File: src/rtl/uart_pkg.sv
// uart_pkg: shared types and helpers for the UART receiver.
// Latency: none (types and a constant function only).
// Backpressure: not applicable.
package uart_pkg;

    typedef logic [7:0] uart_byte_t;

    typedef enum logic [2:0] {
        IDLE,
        START,
        DATA,
        PARITY,
        STOP,
        BREAK
    } uart_state_t;

    // Width of the per-bit down counter; it holds values up to clks-1.
    function automatic int unsigned cnt_width(input int unsigned clks);
        return (clks < 2) ? 1 : $clog2(clks);
    endfunction

endpackage

File: src/rtl/uart_rx_if.sv
// uart_rx_if: received-byte valid/ready channel from the UART to its consumer.
// Latency: none (wires only).
// Backpressure: consumer holds rx_ready low to keep the head byte presented.
interface uart_rx_if;
    import uart_pkg::*;

    uart_byte_t rx_data;
    logic       rx_valid;
    logic       rx_ready;

    modport master (
        output rx_data,
        output rx_valid,
        input  rx_ready
    );

    modport slave (
        input  rx_data,
        input  rx_valid,
        output rx_ready
    );

endinterface

File: src/rtl/uart_rx_fifo.sv
// uart_rx_fifo: synchronous byte FIFO with a registered head output.
// Latency: a push appears at head_dat on the push edge; a pop exposes the next entry on the pop edge.
// Backpressure: a push into a full FIFO is ignored unless a pop happens in the same cycle.
module uart_rx_fifo
    import uart_pkg::*;
#(
    parameter int DEPTH = 4
) (
    input  logic       clk,
    input  logic       reset_n,
    input  logic       push,
    input  uart_byte_t push_dat,
    input  logic       pop,
    output logic       full,
    output logic       empty,
    output uart_byte_t head_dat
);

    localparam int          AW      = $clog2(DEPTH);
    localparam logic [AW:0] PTR_ONE = (AW + 1)'(1);

    // Pointers carry one extra wrap bit so full and empty are distinguishable.
    logic [AW:0] wr_ptr_q, wr_ptr_d;
    logic [AW:0] rd_ptr_q, rd_ptr_d;
    uart_byte_t  mem_q [DEPTH];
    uart_byte_t  mem_d [DEPTH];
    uart_byte_t  head_q, head_d;
    logic        push_ok;
    logic        pop_ok;

    assign empty    = (wr_ptr_q == rd_ptr_q);
    assign full     = (wr_ptr_q[AW] != rd_ptr_q[AW]) &&
                      (wr_ptr_q[AW-1:0] == rd_ptr_q[AW-1:0]);
    assign pop_ok   = pop && !empty;
    // Full is judged after a same-cycle pop, so push and pop both land.
    assign push_ok  = push && (!full || pop_ok);
    assign head_dat = head_q;

    // Next pointers/storage, and the head value as it will look after this edge.
    always_comb begin
        mem_d    = mem_q;
        wr_ptr_d = wr_ptr_q;
        rd_ptr_d = rd_ptr_q;
        if (push_ok) begin
            mem_d[wr_ptr_q[AW-1:0]] = push_dat;
            wr_ptr_d                = wr_ptr_q + PTR_ONE;
        end
        if (pop_ok) begin
            rd_ptr_d = rd_ptr_q + PTR_ONE;
        end
        head_d = (wr_ptr_d == rd_ptr_d) ? '0 : mem_d[rd_ptr_d[AW-1:0]];
    end

    // Pointer and head registers; reset empties the FIFO.
    always_ff @(posedge clk) begin
        if (!reset_n) begin
            wr_ptr_q <= '0;
            rd_ptr_q <= '0;
            head_q   <= '0;
        end else begin
            wr_ptr_q <= wr_ptr_d;
            rd_ptr_q <= rd_ptr_d;
            head_q   <= head_d;
        end
    end

    // Storage array; contents are don't-care while unoccupied.
    always_ff @(posedge clk) begin
        mem_q <= mem_d;
    end

endmodule

File: src/rtl/uart_rx.sv
// uart_rx: 8N1 receiver (8E1 when UART_RX_PARITY_EN is defined) with mid-bit sampling, byte FIFO, sticky errors.
// Latency: rx falling edge to FIFO push 3 + CLKS_PER_BIT/2 + 9*CLKS_PER_BIT clocks (+CLKS_PER_BIT with parity).
// Backpressure: FIFO_DEPTH bytes buffered; a byte completing into a full FIFO is dropped and sets overrun.
module uart_rx
    import uart_pkg::*;
#(
    parameter int CLKS_PER_BIT = 208,
    parameter int FIFO_DEPTH   = 4
) (
    input  logic      clk,
    input  logic      reset_n,
    input  logic      rx,
    uart_rx_if.master rx_if,
    input  logic      clear_errors,
`ifdef UART_RX_PARITY_EN
    output logic      parity_error,
`endif
    output logic      frame_error,
    output logic      overrun
);

    localparam int          CW        = cnt_width(CLKS_PER_BIT);
    // Counters are loaded with N-1 and sample when they reach zero, giving N-clock intervals.
    localparam logic [CW-1:0] HALF_LOAD = CW'(CLKS_PER_BIT / 2 - 1);
    localparam logic [CW-1:0] BIT_LOAD  = CW'(CLKS_PER_BIT - 1);
    localparam logic [CW-1:0] CNT_ONE   = CW'(1);

    logic          sync1_q, sync1_d;
    logic          rxs_q, rxs_d;
    uart_state_t   state_q, state_d;
    logic [CW-1:0] cnt_q, cnt_d;
    logic [2:0]    idx_q, idx_d;
    uart_byte_t    shift_q, shift_d;
    logic          frame_error_q, frame_error_d;
    logic          overrun_q, overrun_d;
    logic          push;
    logic          pop;
    logic          fe_set;
    logic          ov_set;
    logic          fifo_full;
    logic          fifo_empty;
    uart_byte_t    head_dat;
`ifdef UART_RX_PARITY_EN
    logic          parity_error_q, parity_error_d;
    logic          par_bad_q, par_bad_d;
    logic          pe_set;
`endif

    assign pop            = rx_if.rx_ready && !fifo_empty;
    assign rx_if.rx_valid = !fifo_empty;
    assign rx_if.rx_data  = head_dat;
    assign frame_error    = frame_error_q;
    assign overrun        = overrun_q;
`ifdef UART_RX_PARITY_EN
    assign parity_error   = parity_error_q;
`endif

    // Synchroniser shift and receive state machine next-state.
    always_comb begin
        sync1_d = rx;
        rxs_d   = sync1_q;
        state_d = state_q;
        cnt_d   = cnt_q;
        idx_d   = idx_q;
        shift_d = shift_q;
        push    = 1'b0;
        fe_set  = 1'b0;
`ifdef UART_RX_PARITY_EN
        par_bad_d = par_bad_q;
        pe_set    = 1'b0;
`endif
        case (state_q)
            IDLE: begin
                if (!rxs_q) begin
                    state_d = START;
                    cnt_d   = HALF_LOAD;
                end
            end
            START: begin
                if (cnt_q == '0) begin
                    if (rxs_q) begin
                        // Line went back high before mid-start: a glitch, not a frame.
                        state_d = IDLE;
                    end else begin
                        state_d = DATA;
                        cnt_d   = BIT_LOAD;
                        idx_d   = 3'd0;
                    end
                end else begin
                    cnt_d = cnt_q - CNT_ONE;
                end
            end
            DATA: begin
                if (cnt_q == '0) begin
                    shift_d[idx_q] = rxs_q;
                    cnt_d          = BIT_LOAD;
                    if (idx_q == 3'd7) begin
`ifdef UART_RX_PARITY_EN
                        state_d = PARITY;
`else
                        state_d = STOP;
`endif
                    end else begin
                        idx_d = idx_q + 3'd1;
                    end
                end else begin
                    cnt_d = cnt_q - CNT_ONE;
                end
            end
`ifdef UART_RX_PARITY_EN
            PARITY: begin
                if (cnt_q == '0) begin
                    // Even parity: data plus parity bit must hold an even number of ones.
                    par_bad_d = ^{shift_q, rxs_q};
                    pe_set    = ^{shift_q, rxs_q};
                    cnt_d     = BIT_LOAD;
                    state_d   = STOP;
                end else begin
                    cnt_d = cnt_q - CNT_ONE;
                end
            end
`endif
            STOP: begin
                if (cnt_q == '0) begin
                    if (rxs_q) begin
                        // Return at mid-stop so a following start bit is caught on time.
`ifdef UART_RX_PARITY_EN
                        push = !par_bad_q;
`else
                        push = 1'b1;
`endif
                        state_d = IDLE;
                    end else begin
                        fe_set  = 1'b1;
                        state_d = BREAK;
                    end
                end else begin
                    cnt_d = cnt_q - CNT_ONE;
                end
            end
            BREAK: begin
                // Hold off until the line idles so a stuck-low line yields one error only.
                if (rxs_q) begin
                    state_d = IDLE;
                end
            end
            default: begin
                state_d = IDLE;
            end
        endcase
    end

    // Sticky error flags; a set event beats a same-cycle clear.
    always_comb begin
        ov_set        = push && fifo_full && !pop;
        frame_error_d = fe_set || (frame_error_q && !clear_errors);
        overrun_d     = ov_set || (overrun_q && !clear_errors);
`ifdef UART_RX_PARITY_EN
        parity_error_d = pe_set || (parity_error_q && !clear_errors);
`endif
    end

    // State, synchroniser and flag registers.
    always_ff @(posedge clk) begin
        if (!reset_n) begin
            sync1_q       <= 1'b1;
            rxs_q         <= 1'b1;
            state_q       <= IDLE;
            cnt_q         <= '0;
            idx_q         <= '0;
            shift_q       <= '0;
            frame_error_q <= 1'b0;
            overrun_q     <= 1'b0;
`ifdef UART_RX_PARITY_EN
            parity_error_q <= 1'b0;
            par_bad_q      <= 1'b0;
`endif
        end else begin
            sync1_q       <= sync1_d;
            rxs_q         <= rxs_d;
            state_q       <= state_d;
            cnt_q         <= cnt_d;
            idx_q         <= idx_d;
            shift_q       <= shift_d;
            frame_error_q <= frame_error_d;
            overrun_q     <= overrun_d;
`ifdef UART_RX_PARITY_EN
            parity_error_q <= parity_error_d;
            par_bad_q      <= par_bad_d;
`endif
        end
    end

    uart_rx_fifo #(
        .DEPTH(FIFO_DEPTH)
    ) u_fifo (
        .clk      (clk),
        .reset_n  (reset_n),
        .push     (push),
        .push_dat (shift_q),
        .pop      (pop),
        .full     (fifo_full),
        .empty    (fifo_empty),
        .head_dat (head_dat)
    );

endmodule

File: src/flat_wrapper.sv
// flat-port wrapper written by rule: the top's interface ports become plain ports
module uart_rx_flat import uart_pkg::*;
#(
    parameter int CLKS_PER_BIT = 208,
    parameter int FIFO_DEPTH   = 4
)
  (clk, reset_n, rx, clear_errors, frame_error, overrun, rx_if_rx_data, rx_if_rx_valid, rx_if_rx_ready);
  uart_rx_if rx_if_i ();
  input  logic clk;
  input  logic reset_n;
  input  logic rx;
  input  logic clear_errors;
  output logic frame_error;
  output logic overrun;
  output wire logic [$bits(rx_if_i.rx_data)-1:0] rx_if_rx_data;
  output wire logic [$bits(rx_if_i.rx_valid)-1:0] rx_if_rx_valid;
  input wire logic [$bits(rx_if_i.rx_ready)-1:0] rx_if_rx_ready;
  assign rx_if_rx_data = rx_if_i.rx_data;
  assign rx_if_rx_valid = rx_if_i.rx_valid;
  assign rx_if_i.rx_ready = rx_if_rx_ready;
  uart_rx #(.CLKS_PER_BIT(CLKS_PER_BIT), .FIFO_DEPTH(FIFO_DEPTH)) u_core (.clk(clk), .reset_n(reset_n), .rx(rx), .rx_if(rx_if_i), .clear_errors(clear_errors), .frame_error(frame_error), .overrun(overrun));
endmodule
File: config.mk
export PLATFORM = sky130hd
export DESIGN_NAME = uart_rx_flat
export DESIGN_NICKNAME = d
export VERILOG_FILES = /design/src/rtl/uart_pkg.sv /design/src/rtl/uart_rx_if.sv /design/src/rtl/uart_rx_fifo.sv /design/src/rtl/uart_rx.sv /design/src/flat_wrapper.sv
export SDC_FILE = /design/constraint.sdc
export NUM_CORES = 1
export LEC_CHECK = 0
export BUFFER_PORTS_ARGS = -buffer_cell sky130_fd_sc_hd__buf_2
export CORE_MARGIN = 2
export CORE_UTILIZATION = 29
export DETAILED_ROUTE_END_ITERATION = 6
export PLACE_DENSITY_LB_ADDON = 0.15
export SYNTH_ARGS = -nofsm -noshare
export SYNTH_HDL_FRONTEND = slang
export SYNTH_SLANG_ARGS = --single-unit
File: constraint.sdc
create_clock -name clk -period 2.6 [get_ports clk]
set_input_delay 0 -clock clk [delete_from_list [all_inputs] [get_ports clk]]
set_output_delay 0 -clock clk [all_outputs]
set_load 0.05 [all_outputs]
==> impl_results.md <==
- Outcome: complete, no violations
- Setup violators final: 0
- Worst r2r dst: u_core.u_fifo.head_dat[6]
- Vias in the first global route: 2546
- Area Growth Syn to Fin: 20.2%
- Drt drc: 0
- Relative slew slack: 0.399
- Crit path arrival time: 2.67 ns
- Reg2Reg Setup Slack: 0.16 ns
- Maximum vdd drop: 560 µV
- Final hold viol count: 0
- CTS tree: built
- Power share of the clock group: 0.462
- Global placement routability congestion: 0.752
- Max-cap violations: 0
- Crit path kind: flip-flop to flip-flop
- Max H-tree Level: 3
- Setup crit start kind: flip-flop
- IO buf count: 15
- #FFs+latches synth: 72
- Critical-path maximum fanout: 8
- Placed cell area: 3790 µm²
- Cell depth of the worst hold path: 4
- Post-synthesis sequential area ratio: 0.422
- Root Driver: clkbuf_16
- Max Clk Rate: 410 MHz
- Clock Skews: 0.00646 ns
- Final-report max-slew violation count: 0
- HP Class: input port to flip-flop
- Post-synth cell types: 53
- Initial antenna violation count: 0
- Worst flop-to-flop path startpoint: u_core.cnt_q[0]
- Cell Rows: 39
- GRT Total Usage: 0.135
- Clk slew on worst S/H paths: 0.06 ns
- Vias: 2605
- Cells after Synth: 357
- # IOs: 16
- Dpl hpwl: 5660 µm
- Synth async-reset ratio: 0
- Clk_lat worst skew: 0.34 ns
- Initial Util: 0.298
- Leak: 0.00173 µW
- Final wirelength: 8010 µm
- Final Cycle Share: 0.938
- Crit-path slowest cell: or4b_4
- Slew at the pin closest to its max-slew limit: 0.876 ns
- Initial DRC Count: 197
- Crit path buf inv count: 2
- Worst Reg-to-Reg Cells: 8
- Top delay family on crit path: simple AND/OR/NAND/NOR gates
- Commonest cells after routing, fill and taps aside: 72 x dfxtp_1, 33 x nor2_1, 27 x mux2i_1, 27 x inv_1, 25 x buf_4
- TritonCTS Sinks: 72
- Sequential power share: 0.459
- Routed vias/inst: 4.77
- Net Sw Frac: 0.253
- Ys flop type: dfxtp_1
- Core ar.: 11500 µm²
- Largest net degree at the start of global routing: 16
- TritonCTS buffer count: 9
- Cell area power density: 604 nW/µm²
- Hold path startpoint: rx_if_rx_ready
- Logic pwr share: 0.079
- Number of enable flip-flop cells after synthesis: 0
- CP max stage delay: 0.51 ns
- Die Wd: 113 µm
- Synth Cell Area: 3420 µm²
- Syn Nets: 371
- CP Cell Sequence: inv_1 > ha_1 > or4b_4 > or4_1 > buf_4 > mux2i_1 > o22a_1 > a21oi_2
- Synth Warn #: 0
- Post-route ant nets: 0
- Nets@finish: 412
- Internal Pwr Total: 1860 µW
- ANT cells: 0
- Minimum clock period after layout: 2.44 ns
- Die ar.: 12700 µm²
- Layout cell share with drive strength beyond 1: 0.226
- Commonest non-fill, non-tap cell in the layout: dfxtp_1
- Drt first pass iters: 4
- Mean routed wirelength per cell: 14.7 µm
- Hold Path End: u_core.u_fifo.rd_ptr_q[2]
- GRT Residual Overflow: 0
- CP endpoint kind: flip-flop
- Final core utilization: 0.359
- Clock Path Buffers: 2
- Post-route cell area: 4110 µm²
- Syn avg cell area: 9.58 µm²
- Worst path required time: 2.83 ns
- P_sw: 627 µW
- Die Ht: 113 µm
- First-pass GRT wire length: 13300 µm
area by class of cell:
class / instances / area [µm²]
clock inverter: 6 / 45.0
fill: 1192 / 7360
inverter: 28 / 105
tap: 143 / 179
timing repair buffer: 44 / 303
multi-input combinational: 243 / 1810
sequential: 72 / 1440
clock buffer: 10 / 229
power groups by stage:
stage	Combinational (µW)	Sequential, µW	Clock [µW]
finish	196	1140	1150
global route	219	1140	1230
CTS	192	1140	1180
detailed placement	186	1160	0
global placement	184	1160	0
floorplan	122	1160	0
synthesized netlist by cell type, drive strengths merged, types with 3 or more instances:
master,n,area share
nand2,14,0.015
a22oi,9,0.020
nor2b,4,0.0073
nor4,3,0.0099
xnor2,7,0.018
ha,9,0.033
o22a,8,0.020
dfxtp,72,0.42
nor3,9,0.013
nand3,6,0.0088
nor2,33,0.036
o21ai,15,0.022
a21oi,29,0.052
mux2,16,0.053
clkbuf,7,0.0077
a31oi,3,0.0055
nand2b,9,0.016
buf,7,0.014
mux2i,27,0.079
o31ai,4,0.0088
inv,27,0.030
xor2,4,0.018
nor3b,8,0.022
worst max-delay path by stage:
stage | start | end | depth (start not counted)
after floorplan | u_core.cnt_q[0] | u_core.u_fifo.head_dat[0] | 8
after global placement | u_core.cnt_q[0] | u_core.u_fifo.head_dat[5] | 9
after detailed placement | u_core.cnt_q[0] | u_core.u_fifo.head_dat[1] | 9
after CTS | u_core.cnt_q[0] | u_core.u_fifo.head_dat[1] | 9
after global routing | u_core.cnt_q[0] | u_core.u_fifo.head_dat[5] | 9
final | u_core.cnt_q[0] | u_core.u_fifo.head_dat[6] | 8
logic make-up after synthesis:
kind of cell    synth area share
compound gates             0.160
xor+xnor                  0.0359
fa+ha+maj                 0.0329
buf+inv                   0.0520
flops                      0.422
mux                        0.132
simple gates               0.166
registers in the layout, summed over array words and instances (netlist names), 3 cells and up:
| register | count |
|---|---|
| u_core.u_fifo.head_dat | 8 |
| u_core.shift_q | 8 |
| u_core.u_fifo.rd_ptr_q | 3 |
| u_core.state_q | 3 |
| u_core.cnt_q | 8 |
| u_core.idx_q | 3 |
| u_core.u_fifo.mem_q | 32 |
| u_core.u_fifo.wr_ptr_q | 3 |
per-stage QoR:
stage	total power [µW]	hold WS, ns	setup TNS, ns	worst slack (ns)	cells
after floorplan	1280	0.0730	0	0.418	357
after global placement	1350	0.194	0	0.137	526
after CTS	2510	0.141	0	0.109	546
after detailed placement	1350	0.197	0	0.126	526
final	2480	0.164	0	0.162	546
after global routing	2590	0.169	-0.00221	-0.00221	546
metal layers:
| metal | vias to the layer above | GRT usage | routed length [µm] |
|---|---|---|---|
| li1 | 1335 | - | - |
| met1 | 1245 | 0.178 | 4000 |
| met2 | 18 | 0.212 | 3660 |
| met3 | 7 | 0.0459 | 245 |
| met4 | 0 | 0.0390 | 108 |
| met5 | - | 0 | 0 |
worst reg2reg max path, delay by kind of cell (launching register included):
family | cells | cell delay, ns
fa+ha+maj | 1 | 0.19
mux | 1 | 0.23
buf+inv | 2 | 0.30
simple gates | 2 | 1.02
flops | 1 | 0.35
compound gates | 2 | 0.25
timing repair:
item | in CTS | in global routing
endpoints found under the hold margin | 5 | 0
hold buffers | 4 | 0
setup endpoints to repair | 0 | 8
setup buffers | 0 | 0
resized for setup | 0 | 1
Power figures use the tool's default switching activity.
